--- src/rtl/pll_ctrl_pkg.sv ---
// Shared types, widths and request legality check for the PLL sequencer.
package pll_ctrl_pkg;

   localparam int ODIV_W  = 10;
   localparam int DUTY_W  = 10;
   localparam int PHASE_W = 13;

   localparam logic [2:0] S_PWRUP    = 3'd0;
   localparam logic [2:0] S_PRST     = 3'd1;
   localparam logic [2:0] S_LOCKWAIT = 3'd2;
   localparam logic [2:0] S_RUN      = 3'd3;
   localparam logic [2:0] S_GATE     = 3'd4;
   localparam logic [2:0] S_ERR      = 3'd5;

   // duty must stay below twice the divider; 11 bits keeps 2*odiv exact
   function automatic logic cfg_legal(
      input logic [ODIV_W-1:0] odiv,
      input logic [DUTY_W-1:0] duty
   );
      logic [ODIV_W:0] odiv2;
      logic [ODIV_W:0] duty_x;
      odiv2  = {odiv, 1'b0};
      duty_x = {1'b0, duty};
      return (odiv != '0) && (duty != '0) && (duty_x < odiv2);
   endfunction

endpackage

--- src/rtl/pll_lock_sync.sv ---
// Two-flop synchronizer for the raw PLL lock plus falling-edge detect.
module pll_lock_sync (
   input  logic clk,
   input  logic rst_n,
   input  logic lock_raw,
   output logic lock_s,
   output logic lock_fall
);

   logic meta;
   logic sync;
   logic prev;

   always_ff @(posedge clk or negedge rst_n) begin
      if (!rst_n) begin
         meta <= 1'b0;
         sync <= 1'b0;
         prev <= 1'b0;
      end else begin
         meta <= lock_raw;
         sync <= meta;
         prev <= sync;
      end
   end

   assign lock_s    = sync;
   assign lock_fall = prev & ~sync;

endmodule

--- src/rtl/pll_dyn_cfg_ctrl.sv ---
// PLL power-up, lock supervision and dynamic output-0 reconfiguration.
// Optional loss_cnt output is enabled with PLL_CTRL_LOSS_CNT_EN.
module pll_dyn_cfg_ctrl
   import pll_ctrl_pkg::*;
#(
   parameter int PWD_CYC    = 10,
   parameter int RST_CYC    = 10,
   parameter int GATE_CYC   = 4,
   parameter int STABLE_CYC = 16,
   parameter int LOCK_TMO   = 100000,
   parameter int MAX_RETRY  = 3,
   parameter int DEF_ODIV   = 100,
   parameter int DEF_DUTY   = 100,
   parameter int DEF_PHASE  = 16
) (
   input  logic               clk,
   input  logic               rst_n,
   input  logic               cfg_req,
   input  logic [ODIV_W-1:0]  cfg_odiv,
   input  logic [DUTY_W-1:0]  cfg_duty,
   input  logic [PHASE_W-1:0] cfg_phase,
   output logic               cfg_ack,
   output logic               cfg_busy,
   output logic               cfg_done,
   output logic               cfg_err,
   output logic               lock_lost,
   input  logic               pll_lock,
   output logic               pll_pwd,
   output logic               pll_rst,
   output logic               clkout0_gate,
   output logic [ODIV_W-1:0]  dyn_odiv0,
   output logic [DUTY_W-1:0]  dyn_duty0,
   output logic [PHASE_W-1:0] dyn_phase0
`ifdef PLL_CTRL_LOSS_CNT_EN
   ,
   output logic [7:0]         loss_cnt
`endif
);

   localparam int M1 = (PWD_CYC > RST_CYC) ? PWD_CYC : RST_CYC;
   localparam int M2 = (M1 > GATE_CYC) ? M1 : GATE_CYC;
   localparam int SEQ_MAX = (M2 > LOCK_TMO) ? M2 : LOCK_TMO;
   localparam int CW = $clog2(SEQ_MAX + 1);
   localparam int SW = $clog2(STABLE_CYC + 1);
   localparam int RW = (MAX_RETRY > 0) ? $clog2(MAX_RETRY + 1) : 1;

   logic [2:0]         state;
   logic [CW-1:0]      cnt;
   logic [CW-1:0]      cnt_inc;
   logic [SW-1:0]      stab;
   logic [SW-1:0]      stab_inc;
   logic [RW-1:0]      retry;
   logic [ODIV_W-1:0]  sh_odiv;
   logic [DUTY_W-1:0]  sh_duty;
   logic [PHASE_W-1:0] sh_phase;
   logic               lock_s;
   logic               lock_fall;
   logic               legal;
   logic               run_loss;

   pll_lock_sync u_sync (
      .clk       (clk),
      .rst_n     (rst_n),
      .lock_raw  (pll_lock),
      .lock_s    (lock_s),
      .lock_fall (lock_fall)
   );

   assign legal    = cfg_legal(cfg_odiv, cfg_duty);
   assign cnt_inc  = (cnt == CW'(SEQ_MAX)) ? cnt : cnt + 1'b1;
   assign stab_inc = (stab == SW'(STABLE_CYC)) ? stab : stab + 1'b1;
   assign run_loss = (state == S_RUN) && lock_fall;

   assign pll_pwd      = (state == S_PWRUP);
   assign pll_rst      = (state == S_PWRUP) || (state == S_PRST) ||
                         (state == S_ERR);
   assign clkout0_gate = (state != S_RUN) || lock_fall;
   assign cfg_busy     = (state != S_RUN) && (state != S_ERR);

   always_ff @(posedge clk or negedge rst_n) begin
      if (!rst_n) begin
         state      <= S_PWRUP;
         cnt        <= '0;
         stab       <= '0;
         retry      <= '0;
         sh_odiv    <= ODIV_W'(DEF_ODIV);
         sh_duty    <= DUTY_W'(DEF_DUTY);
         sh_phase   <= PHASE_W'(DEF_PHASE);
         dyn_odiv0  <= ODIV_W'(DEF_ODIV);
         dyn_duty0  <= DUTY_W'(DEF_DUTY);
         dyn_phase0 <= PHASE_W'(DEF_PHASE);
         cfg_ack    <= 1'b0;
         cfg_done   <= 1'b0;
         cfg_err    <= 1'b0;
         lock_lost  <= 1'b0;
      end else begin
         cfg_ack  <= 1'b0;
         cfg_done <= 1'b0;
         cfg_err  <= 1'b0;
         case (state)
            S_PWRUP: begin
               if (cnt == CW'(PWD_CYC - 1)) begin
                  state <= S_PRST;
                  cnt   <= '0;
               end else begin
                  cnt <= cnt_inc;
               end
            end
            S_PRST: begin
               if (cnt == CW'(RST_CYC - 1)) begin
                  state <= S_LOCKWAIT;
                  cnt   <= '0;
                  stab  <= '0;
               end else begin
                  cnt <= cnt_inc;
               end
            end
            S_LOCKWAIT: begin
               stab <= lock_s ? stab_inc : '0;
               cnt  <= cnt_inc;
               if (lock_s && stab == SW'(STABLE_CYC - 1)) begin
                  state    <= S_RUN;
                  cfg_done <= 1'b1;
                  retry    <= '0;
               end else if (cnt == CW'(LOCK_TMO - 1)) begin
                  cnt <= '0;
                  if (retry == RW'(MAX_RETRY)) begin
                     state   <= S_ERR;
                     cfg_err <= 1'b1;
                  end else begin
                     retry <= retry + 1'b1;
                     state <= S_PRST;
                  end
               end
            end
            S_RUN: begin
               // lock loss beats a same-cycle request; the request stays pending
               if (lock_fall) begin
                  lock_lost <= 1'b1;
                  state     <= S_PRST;
                  cnt       <= '0;
               end else if (cfg_req) begin
                  cfg_ack   <= 1'b1;
                  lock_lost <= 1'b0;
                  if (legal) begin
                     sh_odiv  <= cfg_odiv;
                     sh_duty  <= cfg_duty;
                     sh_phase <= cfg_phase;
                     state    <= S_GATE;
                     cnt      <= '0;
                  end else begin
                     cfg_err <= 1'b1;
                  end
               end
            end
            S_GATE: begin
               // new values settle one cycle ahead of pll_rst rising
               if (cnt == CW'(GATE_CYC - 2)) begin
                  dyn_odiv0  <= sh_odiv;
                  dyn_duty0  <= sh_duty;
                  dyn_phase0 <= sh_phase;
               end
               if (cnt == CW'(GATE_CYC - 1)) begin
                  state <= S_PRST;
                  cnt   <= '0;
               end else begin
                  cnt <= cnt_inc;
               end
            end
            S_ERR: begin
               if (cfg_req) begin
                  cfg_ack   <= 1'b1;
                  lock_lost <= 1'b0;
                  if (legal) begin
                     dyn_odiv0  <= cfg_odiv;
                     dyn_duty0  <= cfg_duty;
                     dyn_phase0 <= cfg_phase;
                     retry      <= '0;
                     state      <= S_PRST;
                     cnt        <= '0;
                  end else begin
                     cfg_err <= 1'b1;
                  end
               end
            end
            default: begin
               state <= S_PWRUP;
               cnt   <= '0;
            end
         endcase
      end
   end

`ifdef PLL_CTRL_LOSS_CNT_EN
   always_ff @(posedge clk or negedge rst_n) begin
      if (!rst_n) begin
         loss_cnt <= '0;
      end else if (run_loss && loss_cnt != 8'hff) begin
         loss_cnt <= loss_cnt + 8'd1;
      end
   end
`else
   logic unused_loss;
   assign unused_loss = run_loss;
`endif

endmodule

--- config.mk ---
export PLATFORM = sky130hd
export DESIGN_NAME = pll_dyn_cfg_ctrl
export DESIGN_NICKNAME = d
export VERILOG_FILES = /design/src/rtl/pll_ctrl_pkg.sv /design/src/rtl/pll_lock_sync.sv /design/src/rtl/pll_dyn_cfg_ctrl.sv
export SDC_FILE = /design/constraint.sdc
export NUM_CORES = 1
export LEC_CHECK = 0
export ABC_CLOCK_PERIOD_IN_PS = 3500
export CAP_MARGIN = 0
export CELL_PAD_IN_SITES_DETAIL_PLACEMENT = 2
export CELL_PAD_IN_SITES_GLOBAL_PLACEMENT = 2
export CORE_AREA = 5 5 124 126
export DETAILED_ROUTE_END_ITERATION = 10
export DIE_AREA = 0 0 129 131
export HOLD_SLACK_MARGIN = 0.05
export PLACE_DENSITY = 0.93
export SLEW_MARGIN = 20
export SYNTH_ARGS = -nofsm -noshare
export SYNTH_HDL_FRONTEND = slang
export SYNTH_HIERARCHICAL = 1
export SYNTH_SLANG_ARGS = --single-unit
--- constraint.sdc ---
create_clock -name clk -period 3.5 [get_ports clk]
set_clock_uncertainty 0.2 [all_clocks]
set_input_delay 0.525 -clock clk [delete_from_list [all_inputs] [get_ports clk]]
set_output_delay 0.525 -clock clk [all_outputs]
set_load 0.005 [all_outputs]
Yosys cells after proc, flatten, opt, wreduce, memory -nomap -nowiden
Index checks and enable logic that the tools add are counted.
Storage, ports and cells
  output and inout port bits: 41
  latch bits: 0
  flip-flop bits (word level): 100
  bits in read-only memories: 0
  memories: 0
  RAM bits: 0
  word-level logic and storage cells: 128
Operators by class
  $mul: 0
  shift-type cells: 0
  equal/unequal tests: 26
  reductions and logical operators: 20
  multiplexer cells: 58
  add/subtract/negate cells: 3
  $lt $le $gt $ge: 1
  divide/modulo/power cells: 0
  bitwise logic cells: 3
Operators by type and width (count)
  2-to-1 mux 17 bit: 8
  one-hot mux 17 bit (5 select lines): 1
  2-to-1 mux 10 bit: 6
  one-hot mux 10 bit (2 select lines): 2
  2-to-1 mux 13 bit: 3
  == test 17 bit (second input constant): 2
  == test 17 x 2 -> 1 bit (second input constant): 2
  2-to-1 mux 3 bit: 11
  one-hot mux 13 bit (2 select lines): 1
  nonzero test 10 bit: 2
  != test 3 bit (second input constant): 6
  one-hot mux 3 bit (6 select lines): 1
  adder 17 x 1 -> 17 bit (second input constant): 1
  == test 17 x 4 -> 1 bit (second input constant): 1
  2-to-1 mux 5 bit: 3
  2-to-1 mux 1 bit: 12
  < comparator 10 x 11 -> 1 bit: 1
  2-to-1 mux 2 bit: 5
  one-hot mux 5 bit (2 select lines): 1
  != test 2 bit (second input constant): 4
  AND reduction 4 bit: 2
  AND reduction 8 bit: 1
  nonzero test 2 bit: 4
  == test 3 x 2 -> 1 bit (second input constant): 2
  other kinds (20): 29

Logic depth before layout (Yosys ltp)
  depth in word-level cells: 7
  gate-level depth with buffers: 10
  mapped depth without buffers: 8

Cells and area by module
The synthesis kept the hierarchy.
By module, submodules not included
  pll_dyn_cfg_ctrl: area an instance 4987.3 µm², cells an instance 496, seq. area each 2444.8 µm², instances 1
  pll_lock_sync: area an instance 88.8 µm², cells an instance 4, seq. area each 75.1 µm², instances 1

Worst setup path after synthesis
Ideal clock, no wire load.
  path type: input-to-reg
  start: input cfg_odiv[8]
  end: register sh_duty[0]
  path buffers: 2
  setup slack: 0.711 ns
  required time: 3.175 ns
  cell stages on the path: 10
  setup time: 0.125 ns
  arrival: 2.464 ns
  cell sequence: inv_1 ha_1 a21oi_1 a21oi_1 nand4b_1 a21oi_1 nor2b_1 buf_2 buf_2 mux2_2
On the way
  cells in the longest elaborated chain, start to end: 4
RTL lines
  start: declaration: line pll_dyn_cfg_ctrl.sv:19  | input logic [ODIV_W-1:0] cfg_odiv,
  branches (longest 2 deep; another with < comparator 10 x 11 -> 1 bit)
  logical AND 1 bit (*): line pll_ctrl_pkg.sv:24  | return (odiv != '0) && (duty != '0) && (duty_x < odiv2);
  AND reduction 4 bit (no source line) (*)
  end signal: assignment: line pll_dyn_cfg_ctrl.sv:87  | sh_duty <= DUTY_W'(DEF_DUTY);
  end signal: assignment: line pll_dyn_cfg_ctrl.sv:147  | sh_duty <= cfg_duty;
  end: declaration: line pll_dyn_cfg_ctrl.sv:54  | logic [DUTY_W-1:0] sh_duty;
Mark *: on every way between the ends.
A chain may end at the register's enable or synchronous reset.

Final worst setup path
  start: input cfg_odiv[8]
  end: register sh_phase[10]
On the way
  cells in the longest elaborated chain, start to end: 4
RTL lines
  branches (longest 2 deep; another with < comparator 10 x 11 -> 1 bit)
  logical AND 1 bit (*): line pll_ctrl_pkg.sv:24
  AND reduction 4 bit (no source line) (*)
  end signal: assignment: line pll_dyn_cfg_ctrl.sv:88  | sh_phase <= PHASE_W'(DEF_PHASE);
  end signal: assignment: line pll_dyn_cfg_ctrl.sv:148  | sh_phase <= cfg_phase;
  end: declaration: line pll_dyn_cfg_ctrl.sv:55  | logic [PHASE_W-1:0] sh_phase;
Marked as above.

==> summary.txt <==
Io pins: 78
Row cnt: 44
H-tree levels: 3
Endpoints failing setup: 0
Crit path DAT: 3.21 ns
VDD IR max: 0.0003188 V
Final WL: 17.42 mm
Tightest Pin Transition: 0.7844 ns
Max_slew headroom: 47.71%
Iter 0 DRT Violations: 190
Final Hold Fails: 0
Synth cell types: 49
TNS Setup: 0 ns
Mapped cell area: 5076 um^2
Vias per std cell: 5.507
Clock Tree Buf Depth: 2
Synth area leaders: dfrtp_1 42%, mux2_2 15%, nand2_1 7.8%, dfstp_2 7.2%, ha_1 3.9%
Cells after Synth: 500
Setup bufs post-CTS: 0
Layout cells sized above 1: 19.41%
Fin nets: 625
GRT Util Overall: 21.03%
Vias: 4191
Fill cells: 1447
Antenna viol nets, final: 0
CTS sink cnt: 100
Detailed-route DRC error count: 0
P_leak: 2.886 nW
Critical path, cell by cell: clkdlybuf4s50_1 > inv_1 > ha_1 > a21oi_1 > a21oi_1 > nand4b_1 > a21oi_1 > nor2b_4 > buf_12 > mux2_2
First-pass GRT wire length: 27.35 mm
Total Die Area: 16900 um^2
Synth async-reset ratio: 100.0%
Minimum clock period: 3.183 ns
Max-slew violation count: 0
Detailed Place HPWL: 11.65 mm
RSZ-0062 raised after global routing: false
Run status: complete, no violations
Peak Freq: 314.1 MHz
Die Y: 131 um
Pin count of the biggest net entering global routing: 52
Synth cell count leaders: 106 x nand2_1, 86 x dfrtp_1, 68 x mux2_2, 23 x nor2_1, 22 x o21ai_0
Syn Nets: 553
Final worst-path cycle share: 90.95%
Most common cell in the netlist: nand2_1
Most frequent CP cell: a21oi_1
CTS Root Buffer Type: clkbuf_16
Finished layout cell area: 6396 um^2
Max-Cap Viols: 0
Max FO, Critical Path: 33
Initial Utilization: 35.74%
WL per Instance: 22.89 um
First-pass iteration count of the detailed router: 4
Clk slew on worst S/H paths: 0.07 ns
P per Cell Area: 759.3 nW/um^2
Post-synth top area share: 42.40%
CP top delay family: buffers and inverters
CP peak stage delay: 0.50 ns
Post-CTS Resized: 0
WP data required: 3.53 ns
Synth-to-layout area growth: 26.00%
TritonCTS buffer count: 9
Die width: 129 um
Ys flop type: dfrtp_1
Avg Inst Size Synth: 10.15 um^2
Sequential-to-total area share from yosys stat: 49.64%
CP Capture Type: register
Post-synth EDFFs: 0
Core area: 14200 um^2
Number of port buffers: 77
RD Place Congestion: 0.7685
CP Launch Type: input port
TritonCTS clock tree: built
Worst Path Buf+Inv: 3
Vias in the first global route: 4816
Synth area leader: dfrtp_1
Worst skew pair latency: 0.35 ns
Slowest cell on the critical path: clkdlybuf4s50_1
Ant diodes: 0
Setup CP Type: in -> reg
FF+latch count, synth: 100
Initial antenna violation count: 1
Yosys warning count: 6
Total global routing overflow: 0
Placed inst area: 6068 um^2
Hold Path Class: reg -> reg
[per-layer routing]
metal  vias to the layer above  part of all wire [%]  global-route usage [%]
met3                        32                   3.6                   3.902
met1                      2163                    42                   25.15
met4                         2                   2.2                   6.671
li1                       1905                     -                       -
met5                         -                 0.075                       0
met2                        89                    52                   38.23
[where the power goes]
part,switching [W],internal (W)
registers,0.000370,0.00157
clock network,0.000475,0.000633
logic,0.000957,0.000849
[state kept, by name, indices dropped and copies added (netlist names), 2 cells and up]
signal	flops
dyn_odiv0	10
cnt	17
state	3
sh_odiv	10
dyn_duty0	10
retry	2
sh_phase	13
dyn_phase0	13
sh_duty	10
stab	5
[cells by family (layout without fill, tap and decap cells)]
| family | after synthesis | in the layout | synth area share [%] |
|---|---|---|---|
| compound gates | 78 | 78 | 9.910 |
| xor+xnor | 1 | 1 | 0.1726 |
| fa+ha+maj | 16 | 16 | 3.944 |
| buf+inv | 44 | 121 | 3.673 |
| flops | 100 | 100 | 49.64 |
| mux | 68 | 68 | 15.08 |
| simple gates | 193 | 193 | 17.57 |
[path summary, 6_finish.rpt]
path | cells after the start | slack, ns | end | from
max | 10 | 0.32 | sh_phase[10] | cfg_odiv[8]
min | 0 | 0.15 | u_sync/lock_s | u_sync/meta
max reg2reg | 6 | 0.46 | cnt[0] | cnt[6]
min reg2reg | 0 | 0.15 | u_sync/lock_s | u_sync/meta
max in group asynchronous | 3 | 1.75 | dyn_phase0[4] | rst_n
min in group asynchronous | 2 | 0.56 | dyn_phase0[9] | rst_n
[final cells by class]
type                    instances  area, um^2  area share (%)
inverters                      21       78.83           1.232
repair buffers                 84       860.8           13.46
clock inverters                 5       85.08           1.330
multi-input cells             356        2389           37.34
flip-flops and latches        100        2520           39.40
well taps                     184       230.2           3.599
clock buffers                  11       232.7           3.638
[what timing repair did]
action                                  CTS  global route
hold buffers                              1             0
endpoints found under the hold margin    37             0
endpoints found under the setup margin    0             0
[cells in the final DEF, fill, tap and decap left out, types with 14 or more instances in the layout]
cell type	n
dfstp_2	14
o21ai_0	22
mux2_2	68
clkdlybuf4s50_1	76
a21oi_1	15
nand3_1	15
ha_1	16
inv_1	21
nand2_1	106
dfrtp_1	86
nor2_1	23
[per-stage QoR]
step	instances	hold WS [ns]	util [%]	total power, W	worst slack [ns]
2_1_floorplan	500	0.02941	-	0.002944	0.7110
3_3_place_gp	744	0.1356	42.72	0.003475	0.3707
3_5_place_dp	744	0.1385	42.72	0.003695	0.1433
4_1_cts	761	0.1545	45.03	0.004896	0.3353
5_1_grt	761	0.1567	45.03	0.005152	0.1551
6_report	761	0.1516	45.03	0.004856	0.3167
Power figures use the tool's default switching activity.
==> patch 1: new RTL, same flow settings <==
Register the inputs `cfg_req`, `cfg_odiv`, `cfg_duty` and `cfg_phase` before use, with the module's reset. The logic sees them one clock later. The other inputs are not delayed to match.
--- a/src/rtl/pll_dyn_cfg_ctrl.sv
+++ b/src/rtl/pll_dyn_cfg_ctrl.sv
@@ -45,4 +45,23 @@
    localparam int RW = (MAX_RETRY > 0) ? $clog2(MAX_RETRY + 1) : 1;
 
+   logic cfg_req_q;
+   logic [ODIV_W-1:0] cfg_odiv_q;
+   logic [DUTY_W-1:0] cfg_duty_q;
+   logic [PHASE_W-1:0] cfg_phase_q;
+
+   always_ff @(posedge clk or negedge rst_n) begin
+      if (!rst_n) begin
+         cfg_req_q   <= '0;
+         cfg_odiv_q  <= '0;
+         cfg_duty_q  <= '0;
+         cfg_phase_q <= '0;
+      end else begin
+         cfg_req_q   <= cfg_req;
+         cfg_odiv_q  <= cfg_odiv;
+         cfg_duty_q  <= cfg_duty;
+         cfg_phase_q <= cfg_phase;
+      end
+   end
+
    logic [2:0]         state;
    logic [CW-1:0]      cnt;
@@ -67,5 +86,5 @@
    );
 
-   assign legal    = cfg_legal(cfg_odiv, cfg_duty);
+   assign legal    = cfg_legal(cfg_odiv_q, cfg_duty_q);
    assign cnt_inc  = (cnt == CW'(SEQ_MAX)) ? cnt : cnt + 1'b1;
    assign stab_inc = (stab == SW'(STABLE_CYC)) ? stab : stab + 1'b1;
@@ -140,11 +159,11 @@
                   state     <= S_PRST;
                   cnt       <= '0;
-               end else if (cfg_req) begin
+               end else if (cfg_req_q) begin
                   cfg_ack   <= 1'b1;
                   lock_lost <= 1'b0;
                   if (legal) begin
-                     sh_odiv  <= cfg_odiv;
-                     sh_duty  <= cfg_duty;
-                     sh_phase <= cfg_phase;
+                     sh_odiv  <= cfg_odiv_q;
+                     sh_duty  <= cfg_duty_q;
+                     sh_phase <= cfg_phase_q;
                      state    <= S_GATE;
                      cnt      <= '0;
@@ -169,11 +188,11 @@
             end
             S_ERR: begin
-               if (cfg_req) begin
+               if (cfg_req_q) begin
                   cfg_ack   <= 1'b1;
                   lock_lost <= 1'b0;
                   if (legal) begin
-                     dyn_odiv0  <= cfg_odiv;
-                     dyn_duty0  <= cfg_duty;
-                     dyn_phase0 <= cfg_phase;
+                     dyn_odiv0  <= cfg_odiv_q;
+                     dyn_duty0  <= cfg_duty_q;
+                     dyn_phase0 <= cfg_phase_q;
                      retry      <= '0;
                      state      <= S_PRST;
Behaviour: same outputs for any inputs over 10 cycles, from zero or initial values and one cycle with rst_n low; that may be too few to reach the edited logic, so the function may still have changed.
==> patch 1 against the original RTL <==
  * Clock power up 62%
  * Final cell count up 4.1%
  * Critical path depth down 2
  * Die area unchanged
  * Power up 21%
  * Worst setup slack worse by 53 ps
  * Sequential cell count up 34
  * Via count up 15%
  * Synthesized area up 19%
  * Wire length up 39%
  * Cell area up 19%
  * Sequential power up 20%
  * Critical path type is now reg2reg
  * Critical endpoint is now sh_odiv[8]
  * Largest power group unchanged
==> patch 1: results (changes against the original RTL) <==
Global route
  – Gr usage total: 0.303 (+0.0926)
  – Vias in the first global route: 5,634 (+17%)
  – Global-route wire length before repair: 37,300 um (+36%)
  – Initial antenna violation count: 0 (-1)
  – Largest net degree at the start of global routing: 103 (+98%)

Clocking
  – H-tree depth: 4 (+1)
  – CTS buffer count: 17 (+8)
  – Clk slew on worst S/H paths: 70 ps (about the same)
  – Post-CTS setup buffer count: 0 (unchanged)
  – Clk buf depth: 2 (unchanged)
  – Clk_lat worst skew: 430 ps (+80 ps)
  – Post-CTS sizing: 0 (unchanged)
  – Clk root buf: clkbuf_16

Drt
  – Drt pass-1 iters: 5 (+1)
  – Avg WL per Cell: 30.6 um (+34%)
  – First DRT Iteration DRCs: 420 (+120%)
  – Detailed-route via count: 4,807 (+15%)

Power and ir drop
  – Leak: 0.00347 uW (+20%)
  – Switch share: 0.364 (-0.00719)
  – VDD IR max: 0.411 mV (+29%)

Critical path
  – Worst path slowest cell: a21oi_2
  – R2R depth: 8 (+2)
  – Delay of the slowest critical-path stage: 510 ps
  – Crit path max fanout: 33 (unchanged)

Min path
  – Min-delay worst type: in2async

Finish
  – Max reg flops: 17 (unchanged)
  – Final net count: 648 (+3.7%)
  – Fill cell count: 1,322 (-8.6%)
  – Finished Layout Cells: 792 (+4.1%)
  – Layout cells sized above 1: 0.250 (+0.0559)

Place
  – Post-DP HPWL: 13,300 um (+14%)
  – Cells after DPL: 760 (+2.2%)
  – I/O Buffers: 77 (unchanged)
  – DP Area: 7010 sq um (+16%)
  – Gp weighted congestion: 0.816 (+6.2%)

Logic synthesis
  – Average size of a mapped cell: 11.8 sq um (+16%)
  – Area contributors post-synth: dfrtp_1, mux2_2, dfstp_2
  – Register area share after synthesis: 0.557 (+0.0603)
  – Yosys top cell area share: 0.496 (+0.0720)
  – Synth cell types: 64 (+31%)
  – Syn Nets: 566 (+2.4%)
  – EDFF count, synth: 0 (unchanged)
  – Synth Flop Type: dfrtp_1
  – Top cells by count, synth: dfrtp_1, mux2_2, nand2_1
  – Synth warn: 6 (unchanged)

Timing
  – Worst slew pin tran: 1110 ps (+324 ps)
  – Final Max Tran Viols: 0 (unchanged)

Status
  – Outcome: completed
==> patch 1: changes by cell type in the layout (fill, tap and decap cells not counted), moves of 4 or more <==
cell,change
nand2_1,-34
clkbuf_16,+8
nand4_1,-4
mux2_2,+11
nand3_1,+4
nor2_1,-6
clkinvlp_4,+4
dfrtp_1,+34
inv_6,+4
==> patch 1: power by group through the flow <==
stage          Combinational (uW)  Sequential [uW]  Clock [uW]
2_1_floorplan                 918             2140           0
3_3_place_gp                 1400             2200           0
3_5_place_dp                 1560             2270           0
4_1_cts                      1740             2310        1800
5_1_grt                      1850             2350        1890
6_report                     1740             2330        1800
==> patch 1: cells by family (layout without fill, tap and decap cells) <==
group | after synthesis | count (layout) | share of synthesized area
AO/OA/AOI/OAI | 76 | 76 | 0.0876
buffers and inverters | 45 | 140 | 0.0341
AND/OR/NAND/NOR | 159 | 159 | 0.135
flip-flops | 134 | 134 | 0.557
XOR/XNOR | 3 | 3 | 0.00434
multiplexers | 80 | 80 | 0.149
adder cells (fa/ha/maj) | 16 | 16 | 0.0331
==> patch 1: layer usage <==
layer  vias to the layer above  track usage  part of all wire
met4                         0        0.156             0.053
met3                        92       0.0728             0.047
met5                         -            0                 0
li1                       1986            -                 -
met1                      2525        0.343              0.38
met2                       204        0.533              0.52
==> patch 1: worst max-delay path: cells and delay by family (launching register included) <==
kind	cells	cell delay, ps
compound gates	3	1080
flops	1	410
mux	1	410
fa+ha+maj	1	390
buf+inv	2	350
simple gates	1	270
==> patch 1: final cells by class <==
| type | count | share of cell area |
|---|---|---|
| sequential | 134 | 0.445 |
| tap | 184 | 0.0304 |
| inverter | 24 | 0.0119 |
| clock buffer | 18 | 0.0566 |
| clock inverter | 14 | 0.0185 |
| timing repair buffer | 84 | 0.110 |
| multi-input combinational | 334 | 0.328 |
==> patch 1: final timing paths <==
check / from / end / slack (ps)
setup / recovery: cfg_odiv_q[5] / sh_odiv[8] / 260
setup reg to reg: cfg_odiv_q[5] / sh_odiv[8] / 260
hold reg to reg: u_sync/meta / u_sync/lock_s / 170
min in group clk: u_sync/meta / u_sync/lock_s / 170
max in group asynchronous: rst_n / dyn_phase0[4] / 2140
hold / removal: rst_n / cnt[0] / 30
==> patch 1: stage by stage <==
stage	util	hold slack, ps	setup WS (ps)
after floorplan	-	29.4	1040
after global placement	0.494	135	822
after detailed placement	0.494	140	638
after CTS	0.534	54.7	358
after global routing	0.534	97.0	187
final	0.534	30.7	263
==> patch 2: new RTL, same settings <==
Without the edit above. The parameter `STABLE_CYC` goes from 16 to 32.
--- a/src/rtl/pll_dyn_cfg_ctrl.sv
+++ b/src/rtl/pll_dyn_cfg_ctrl.sv
@@ -7,5 +7,5 @@
    parameter int RST_CYC    = 10,
    parameter int GATE_CYC   = 4,
-   parameter int STABLE_CYC = 16,
+   parameter int STABLE_CYC = 32,
    parameter int LOCK_TMO   = 100000,
    parameter int MAX_RETRY  = 3,
Formal check against the unedited RTL: no difference found for any inputs over 10 cycles, from zero or initial values and one cycle with rst_n low; that may be too few to reach the edited logic, so the function may still have changed.
==> patch 2 against the original RTL <==
  * Synthesized area up 4.1%
  * Cell area up 3.7%
  * Global-route usage up 2.0 points
  * Wire length up 7.2%
  * Non-clock buffer count up 5
  * Worst setup slack worse by 120 ps
  * Sequential share of layout area down 1.0 points
  * Highest routed layer unchanged
  * Fmax down 3.7%
  * Sequential cell count up 1
Power is not compared: it rests on default switching activity, and its combinational part moved more than twofold at a synthesized area within 25%.
==> patch 2: results (changes against the original RTL) <==
Status
  – Outcome: completed

Logic synthesis
  – Top cells by count, synth: dfrtp_1, mux2_2, nand2_1
  – Synth cell types: 60 (+22%)
  – Register area share after synthesis: 0.481 (-0.0150)
  – Async S/R FF share, synth: 1.00 (unchanged)
  – Post-synthesis mux area share: 0.213 (+0.0624)
  – Syn Nets: 513 (-7.2%)
  – Area contributors post-synth: dfrtp_1, mux2_2, dfstp_2
  – Post-synthesis xor/xnor area fraction: 0 (-0.00173)
  – Post-synthesis compound-gate area fraction: 0.108 (+0.00908)
  – Post-Synth Adder-Cell Area: 0.0355 (-0.00394)

Critical path
  – Worst Path Arrival: 3300 ps (+90 ps)
  – Worst path slowest cell: or4_1
  – Crit path max fanout: 15 (-55%)

Place
  – Gp weighted congestion: 0.816 (+6.2%)
  – DP Area: 6290 sq um (+3.6%)
  – Post-DP HPWL: 11,900 um (+2.2%)
  – I/O Buffers: 77 (unchanged)

Timing
  – Worst slew pin tran: 705 ps (-79.4 ps)

Clocking
  – H-tree depth: 3 (unchanged)

Finish
  – Layout cells sized above 1: 0.248 (+0.0536)
  – Final net count: 592 (-5.3%)
  – Fill cell count: 1,393 (-3.7%)

Drt
  – Avg WL per Cell: 25.6 um (+12%)
  – Via-to-Cell Ratio: 5.66 (+2.8%)

Global route
  – Largest net degree at the start of global routing: 40 (-23%)
  – Gr usage total: 0.231 (+0.0205)
[patch 2: critical path: cells and delay by family (launching register included)]
kind / cells / cell delay, ps
AOI/OAI and AO/OA: 3 / 890
buffers and inverters: 1 / 250
adders and majority gates: 1 / 320
DFF: 1 / 430
and+or+nand+nor: 3 / 1050
[patch 2: layout make-up]
cell class / instances / area, sq um / share of cell area
timing repair buffer: 89 / 898 / 0.135
sequential: 101 / 2540 / 0.384
clock buffer: 9 / 225 / 0.0340
clock inverter: 7 / 87.6 / 0.0132
multi-input combinational: 320 / 2570 / 0.388
inverter: 19 / 71.3 / 0.0108
tap: 184 / 230 / 0.0347
[patch 2: cell families (layout without fill, tap and decap cells)]
logic type | Yosys count | count (layout)
and+or+nand+nor | 125 | 125
muxes | 101 | 101
DFF | 101 | 101
AOI/OAI and AO/OA | 79 | 79
buffers and inverters | 40 | 124
adders and majority gates | 15 | 15
[patch 2: power by group through the flow]
stage	logic [uW]	registers [uW]	clock network, uW
2_1_floorplan	79.9	1250	0
3_3_place_gp	201	1250	0
3_5_place_dp	220	1260	0
4_1_cts	232	1240	1120
5_1_grt	248	1250	1160
6_report	231	1240	1100
[patch 2: what timing repair did]
| item | CTS | global route |
|---|---|---|
| hold buffers | 1 | 0 |
| hold endpoints to repair | 24 | 0 |
| setup buffers | 0 | 2 |
| resized for setup | 0 | 1 |
| endpoints found under the setup margin | 0 | 2 |
[patch 2: per-layer routing]
layer,up-vias,global-route usage,wire [um]
met3,44,0.0553,817
met2,103,0.414,9670
met5,-,0,7
li1,1831,-,-
met1,2146,0.268,7570
met4,2,0.0865,599
[patch 2: metrics by stage]
| step | hold slack [ps] | total power (uW) | setup slack (ps) | cells |
|---|---|---|---|---|
| finish | 197 | 2570 | 195 | 729 |
| global route | 205 | 2660 | 1.67 | 729 |
| CTS | 194 | 2590 | 55.6 | 727 |
| detailed placement | 147 | 1480 | 14.5 | 710 |
| global placement | 135 | 1450 | 274 | 710 |
| floorplan | 29.4 | 1330 | 642 | 461 |
[patch 2: final timing paths]
check,from,to,slack (ps),cells past startpoint
max,cnt[1],cnt[1],190,8
min,u_sync/meta,u_sync/lock_s,200,0
max reg2reg,cnt[1],cnt[1],190,8
min reg2reg,u_sync/meta,u_sync/lock_s,200,0
max in group asynchronous,rst_n,dyn_odiv0[6],1750,3
min in group asynchronous,rst_n,sh_phase[6],450,2
